--- config.mk ---
export PLATFORM = sky130hd
export DESIGN_NAME = pixel_word_packer
export DESIGN_NICKNAME = d
export VERILOG_FILES = /design/src/rtl/pixel_word_packer.sv
export SDC_FILE = /design/constraint.sdc
export NUM_CORES = 1
export LEC_CHECK = 0
export CORE_MARGIN = 2
export CORE_UTILIZATION = 52
export DETAILED_ROUTE_END_ITERATION = 10
export GPL_ROUTABILITY_DRIVEN = 0
export PLACE_DENSITY = 0.77
export RECOVER_POWER = 25
export SLEW_MARGIN = 20
export SYNTH_ARGS = -nofsm -noshare
export SYNTH_HDL_FRONTEND = slang
export SYNTH_SLANG_ARGS = --single-unit
--- constraint.sdc ---
create_clock -name clk -period 2.9 [get_ports clk]
set_clock_uncertainty 0.15 [all_clocks]
set_input_delay 0.58 -clock clk [delete_from_list [all_inputs] [get_ports clk]]
set_output_delay 0.58 -clock clk [all_outputs]
set_load 0.01 [all_outputs]
--- src/rtl/pixel_word_packer.sv ---
// Packs a strobed 8-bit pixel stream into 32-bit words with raster tracking,
// a show-ahead word FIFO, end-of-frame marking and sticky overflow detection.
module pixel_word_packer #(
    parameter int unsigned IMG_W      = 256,
    parameter int unsigned IMG_H      = 256,
    parameter int unsigned FIFO_DEPTH = 8
) (
    input  logic                          clk,
    input  logic                          rst_n,
    input  logic                          i_strb,
    input  logic [7:0]                    i_data,
    output logic                          o_valid,
    input  logic                          o_ready,
    output logic [31:0]                   o_data,
    output logic                          o_last,
    output logic [$clog2(FIFO_DEPTH):0]   o_level,
    output logic [15:0]                   o_frame_cnt,
    output logic                          o_overflow,
    input  logic                          clr_err
);

    localparam int unsigned COL_W = (IMG_W > 1) ? $clog2(IMG_W) : 1;
    localparam int unsigned ROW_W = (IMG_H > 1) ? $clog2(IMG_H) : 1;
    localparam int unsigned PTR_W = $clog2(FIFO_DEPTH);
    localparam int unsigned LVL_W = PTR_W + 1;
    localparam int unsigned ENT_W = 33;

    logic [COL_W-1:0] r_col;
    logic [ROW_W-1:0] r_row;
    logic [23:0]      r_hold;
    logic [ENT_W-1:0] r_mem [FIFO_DEPTH];
    logic [PTR_W-1:0] r_wr_ptr;
    logic [PTR_W-1:0] r_rd_ptr;
    logic [LVL_W-1:0] r_level;
    logic             r_valid;
    logic [15:0]      r_frame_cnt;
    logic             r_overflow;

    logic [1:0]       w_lane;
    logic             w_col_last;
    logic             w_row_last;
    logic             w_push;
    logic             w_pop;
    logic             w_full;
    logic             w_push_acc;
    logic             w_drop;
    logic [ENT_W-1:0] w_word;
    logic [ENT_W-1:0] w_head;
    logic [LVL_W-1:0] w_level_nxt;

    // Push/pop decisions; o_ready only reaches registers, never o_valid/o_data.
    always_comb begin
        w_lane      = r_col[1:0];
        w_col_last  = (r_col == COL_W'(IMG_W - 1));
        w_row_last  = (r_row == ROW_W'(IMG_H - 1));
        w_push      = i_strb & (w_lane == 2'd3);
        w_pop       = r_valid & o_ready;
        w_full      = (r_level == LVL_W'(FIFO_DEPTH));
        w_push_acc  = w_push & (~w_full | w_pop);
        w_drop      = w_push & ~w_push_acc;
        w_word      = {w_row_last & w_col_last, i_data, r_hold};
        w_head      = r_mem[r_rd_ptr];
        w_level_nxt = r_level + LVL_W'(w_push_acc) - LVL_W'(w_pop);
    end

    // Raster position; advances on every strobe even if the word is dropped.
    always_ff @(posedge clk or negedge rst_n) begin
        if (!rst_n) begin
            r_col <= '0;
            r_row <= '0;
        end else if (i_strb) begin
            if (w_col_last) begin
                r_col <= '0;
                r_row <= w_row_last ? '0 : r_row + ROW_W'(1);
            end else begin
                r_col <= r_col + COL_W'(1);
            end
        end
    end

    // Holding register for lanes 0..2.
    always_ff @(posedge clk or negedge rst_n) begin
        if (!rst_n) begin
            r_hold <= '0;
        end else if (i_strb) begin
            case (w_lane)
                2'd0:    r_hold[7:0]   <= i_data;
                2'd1:    r_hold[15:8]  <= i_data;
                2'd2:    r_hold[23:16] <= i_data;
                default: r_hold        <= r_hold;
            endcase
        end
    end

    // Word storage: {last, word} per entry.
    always_ff @(posedge clk or negedge rst_n) begin
        if (!rst_n) begin
            for (int i = 0; i < FIFO_DEPTH; i++) begin
                r_mem[i] <= '0;
            end
        end else if (w_push_acc) begin
            r_mem[r_wr_ptr] <= w_word;
        end
    end

    // Pointers, occupancy and registered valid.
    always_ff @(posedge clk or negedge rst_n) begin
        if (!rst_n) begin
            r_wr_ptr <= '0;
            r_rd_ptr <= '0;
            r_level  <= '0;
            r_valid  <= 1'b0;
        end else begin
            if (w_push_acc) begin
                r_wr_ptr <= r_wr_ptr + PTR_W'(1);
            end
            if (w_pop) begin
                r_rd_ptr <= r_rd_ptr + PTR_W'(1);
            end
            r_level <= w_level_nxt;
            r_valid <= (w_level_nxt != '0);
        end
    end

    // Frame counter and sticky overflow; a new drop beats a clear.
    always_ff @(posedge clk or negedge rst_n) begin
        if (!rst_n) begin
            r_frame_cnt <= '0;
            r_overflow  <= 1'b0;
        end else begin
            if (w_pop && w_head[32]) begin
                r_frame_cnt <= r_frame_cnt + 16'd1;
            end
            if (w_drop) begin
                r_overflow <= 1'b1;
            end else if (clr_err) begin
                r_overflow <= 1'b0;
            end
        end
    end

    assign o_valid     = r_valid;
    assign o_data      = w_head[31:0];
    assign o_last      = w_head[32];
    assign o_level     = r_level;
    assign o_frame_cnt = r_frame_cnt;
    assign o_overflow  = r_overflow;

endmodule

# Word-level counts from Yosys, hierarchy flattened
# Index checks and enable logic that the tools add are counted.
totals:
  regBits: 332
  in_bits: 13
  out_inout_bits: 55
  word_cells: 64
classes:
  n_addsub: 7
  order_cmp: 3
  n_eq_ne: 6
  muxes: 10
  bitwise: 10
  n_reduce_logical: 9
ops:
  columns: ["op", "n"]
  rows:
  - ["$bwmux 264", 1]
  - ["$bmux 33 s3", 1]
  - ["$demux 33 s3", 1]
  - ["$mux 33", 3]
  - ["$add 16x1->16 const B", 1]
  - ["$add 8x1->8 const B", 2]
  - ["$eq 8x8->1 const B", 2]
  - ["$mux 8", 2]
  - ["$ge 4x4->1 const B", 2]
  - ["$not 3->4", 2]
  - ["$reduce_and 2->1", 4]
  - ["$add 3x1->3 const B", 2]
  - ["$and 1x1->1", 5]
  - ["$add 4x1->4", 1]
  - ["$eq 2x2->1 const B", 2]
  - ["$eq 4x4->1 const B", 1]
  - ["$lt 4x1->1 const B", 1]
  - ["$reduce_bool 4->1", 1]
  - ["$sub 4x1->4", 1]
  - ["$eq 2x1->1 const B", 1]
  - ["$logic_and 1x1->1", 2]
  - ["$logic_not 2->1", 1]
  - ["$mux 1", 2]
  - ["$not 1->1", 2]
  - ["2 further kinds", 2]

# Depth between registers and ports, before layout
depth:
  depth_word: 7
  ltp_mapped: 11

# Worst setup path before layout
# OpenSTA, ideal clock, no wires.
synth_path:
  kind: "input port to flip-flop"
  start: "input o_ready"
  end: "register r_valid, in the netlist o_valid"
  setup_time_ns: 0.139
  t_arrival_ns: 2.545
  slack_ns: 0.066
  cell_stages: 8
  path_buffers: 0
  cell_sequence: "a211oi_2 a21oi_4 inv_2 ha_1 inv_1 ha_1 fa_1 or4_1"
synth_via:
  elab_chain_len: 6
synth_lines:
  columns: ["item", "line_no", "text"]
  rows:
  - ["from (decl)", "13", "input logic o_ready,"]
  - ["$and 1x1->1 (*)", "57", "w_pop = r_valid & o_ready;"]
  - ["$or 1x1->1", "59", "w_push_acc = w_push & (~w_full | w_pop);"]
  - ["$and 1x1->1", "59", null]
  - ["$add 4x1->4", "63", "w_level_nxt = r_level + LVL_W'(w_push_acc) - LVL_W'(w_pop);"]
  - ["$sub 4x1->4 (*)", "63", null]
  - ["net w_level_nxt[1]", "49", "logic [LVL_W-1:0] w_level_nxt;"]
  - ["$reduce_bool 4->1 (*)", "121", "r_valid <= (w_level_nxt != '0);"]
  - ["to (signal assigned)", "121", null]
  - ["to (decl)", "35", "logic r_valid;"]
# The timed path passes the listed nets; every way through them passes the cells marked *.
# A chain may end at the register's enable or synchronous reset.

# Final worst setup path
layout_path:
  start: "register r_rd_ptr[0]"
  end: "output o_data[18]"
layout_via:
  elab_chain_len: 4
layout_lines:
  columns: ["item", "line_no", "text"]
  rows:
  - ["from (decl)", "33", "logic [PTR_W-1:0] r_rd_ptr;"]
  - ["from (signal assigned)", "118", "r_rd_ptr <= r_rd_ptr + PTR_W'(1);"]
  - ["$not 3->4 (not written as such)", "62", "w_head = r_mem[r_rd_ptr];"]
  - ["$bmux 33 s3", "62", null]
  - ["$mux 33 (not written as such) (2 in a row)", "62", null]
  - ["to (decl)", "14", "output logic [31:0] o_data,"]
# Every way passes these cells. The select of a mux whose other input is x is not followed.

==> impl_metrics.tcl <==
set metrics [dict create \
    synth_ff_type "dfrtp_1" \
    numCtsBuffers 36 \
    start_util_pct 53.1 \
    cp_max_fo 5 \
    clockBufferDepth 3 \
    p_leak_nw 8.34 \
    syn_to_final_growth_pct 19.4 \
    n_fill_cell 2065 \
    clk_pin_slew_ps 60 \
    final_max_slew_viol_count 61 \
    layout-drive-gt1-share_pct 43.8 \
    rows 61 \
    hold_viol 0 \
    vias_per_cell 5.77 \
    via_count 8812 \
    p_switching_mw 6.02 \
    pwr-share-comb_pct 35.0 \
    ir_worst_vdd_mv 0.508 \
    port_buffers 67 \
    track_usage_pct 22.4 \
    drtIter0Drc 606 \
    ys_types 42 \
    setup_ws_ps -23.2 \
    clock_latency_ps 520 \
    slew_headroom_pct -9.18 \
    p_total_mw 19.4 \
    preCtsSetupSlack_ps -334 \
    synth.cell_area_sq_um 14800 \
    cp.arrival_ps 2190 \
    dp_hpwl_mm 19.2 \
    worst-slew-pin-transition_ps 1640 \
    synth_nets 1044 \
    async_flop_share_pct 100 \
    min_period_over_period_pct 101 \
    syn_inst 1017 \
    end_kind "output port" \
    first_global_vias 9413 \
    core_sq_um 27900 \
    wl_mm 32.5 \
    intPower_mw 13.4 \
    synth_edf_count 0 \
    synth.most_common_cell "dfrtp_1" \
    required_ps 2170 \
    ctsHtreeMaxLevel 2 \
    outcome "complete, but fails checks" \
    yosys.area.top_type_share_pct 56.0 \
    yosys.area.top_type "dfrtp_1" \
    die_h_um 173 \
    hp-class "reg -> reg" \
    cts.sinks 332 \
    drcViolationCount 0 \
    synth.avg_cell_area_sq_um 14.6 \
    power_frac_seq_pct 40.5 \
    startpoint_type "flop" \
    ys_seq_area_share_pct 56.0 \
    setup_viol_count_final 1 \
    root_buffer "clkbuf_16" \
    ioPinCount 68 \
    die-area_sq_um 29900 \
    ys_seq_elements 332 \
    avgRoutedWirePerCell_um 21.3 \
    grt_first_pass_wirelength_mm 52.6 \
    antenna-diode-count 0 \
    setup_tns_ps -23.2 \
    grt_max_degree 80 \
    max_clock_freq_mhz 342 \
    dpl_cell_area_sq_um 16300 \
    drtPass1Iterations 4 \
    finalNetCount 1152 \
    antenna_found_initial 1 \
    netlist_top_cells_area "dfrtp_1 (56%), mux2_2 (20%), mux4_2 (9.7%)" \
    yosysWarningCount 0 \
    violations "capacitance limit, slew limit, setup timing" \
    synth_common_cells "dfrtp_1 (332), mux2_2 (261), nand2_1 (127), mux4_2 (64), buf_2 (28)" \
    critPathKind "reg -> out" \
    cellPowerDensity_nw_per_um2 1090 \
    swShare_pct 31.1 \
    rsz0062_at_grt "yes" \
    finalInstanceArea_sq_um 17700 \
    cts_tree "built" \
    min_period_ps 2920 \
    ant_nets 0 \
    drv_cap 1 \
    grt_remaining_overflow 0 \
    clkPwrFrac_pct 24.5 \
    die_w_um 173 \
]
[sequential cells by signal (all words and copies together) (netlist names)]
register     count
r_hold          24
o_overflow       1
r_rd_ptr         3
r_col            8
r_wr_ptr         3
r_mem          264
o_frame_cnt     16
o_valid          1
o_level          4
r_row            8
[layout by cell type, fill, tap and decap left out, drive strengths merged, types with 9 or more instances in the layout]
cell type | netlist | layout
dfrtp | 332 | 332
mux2 | 284 | 284
nand2 | 127 | 127
buf | 38 | 84
mux4 | 64 | 64
clkbuf | 22 | 64
clkdlybuf4s50 | 0 | 32
inv | 17 | 19
xnor2 | 15 | 15
xor2 | 13 | 13
ha | 13 | 13
o21ai | 10 | 10
nor2 | 9 | 9
nand4 | 9 | 9
[power groups by stage]
stage                     logic, mW  registers (mW)  clock network (mW)
final                          6.79            7.84                4.76
after global routing           7.32            8.09                5.04
after CTS                      6.80            7.80                4.84
after detailed placement       6.42            7.88                   0
after global placement         6.23            7.79                   0
after floorplan                4.34            7.33                   0
[final timing paths]
check | from | endpoint | slack (ps) | cells after the start
setup / recovery | r_rd_ptr[0] | o_data[18] | -20 | 7
hold / removal | o_frame_cnt[15] | o_frame_cnt[15] | 310 | 1
setup reg to reg | r_col[0] | o_valid | 200 | 9
hold reg to reg | o_frame_cnt[15] | o_frame_cnt[15] | 310 | 1
max in group asynchronous | rst_n | r_mem[256] | 380 | 3
min in group asynchronous | rst_n | r_mem[108] | 900 | 2
[repair_timing]
item / 4_1_cts / 5_1_grt
endpoints found under the setup margin: 33 / 30
hold buffers: 1 / 0
cloned: 3 / 0
pin swaps: 8 / 11
hold endpoints to repair: 58 / 0
gates resized for setup: 153 / 41
buffers inserted: 11 / 4
[cell type report]
cell class	count	area [sq um]	area share (%)
clock buffers	53	1060	5.96
clock inverters	10	183	1.03
inverters	18	67.6	0.382
repair buffers	130	1370	7.72
multi-input cells	607	6250	35.3
well taps	378	473	2.67
flip-flops and latches	332	8310	46.9
[cell families after synthesis]
| kind of cell | Yosys count | synth area share [%] |
|---|---|---|
| and+or+nand+nor | 185 | 5.85 |
| adders and majority gates | 14 | 1.23 |
| xor gates and xnor gates | 28 | 1.65 |
| DFF | 332 | 56.0 |
| buffers and inverters | 78 | 2.39 |
| muxes | 355 | 31.8 |
| AOI/OAI and AO/OA | 25 | 1.11 |
[critical path: stages (launching register included)]
cell and delay (ps):
dfrtp_4 520, buf_12 160, buf_16 140, buf_8 120, mux4_2 420, nand2_1 90
nand2_1 80, buf_2 150
[through the flow]
stage	hold slack [ps]	util [%]	cells
final	312	63.4	1528
after global routing	327	63.4	1528
after CTS	319	63.5	1527
after detailed placement	308	58.2	1449
after global placement	308	58.2	1449
after floorplan	134	-	1017
[layer usage]
metal	share of wire (%)	global-route usage, %
met3	4.0	3.89
met5	0.043	0
met1	44	30.9
met2	50	37.1
met4	1.9	5.93
No activity file was read; power rests on OpenSTA's default activity.
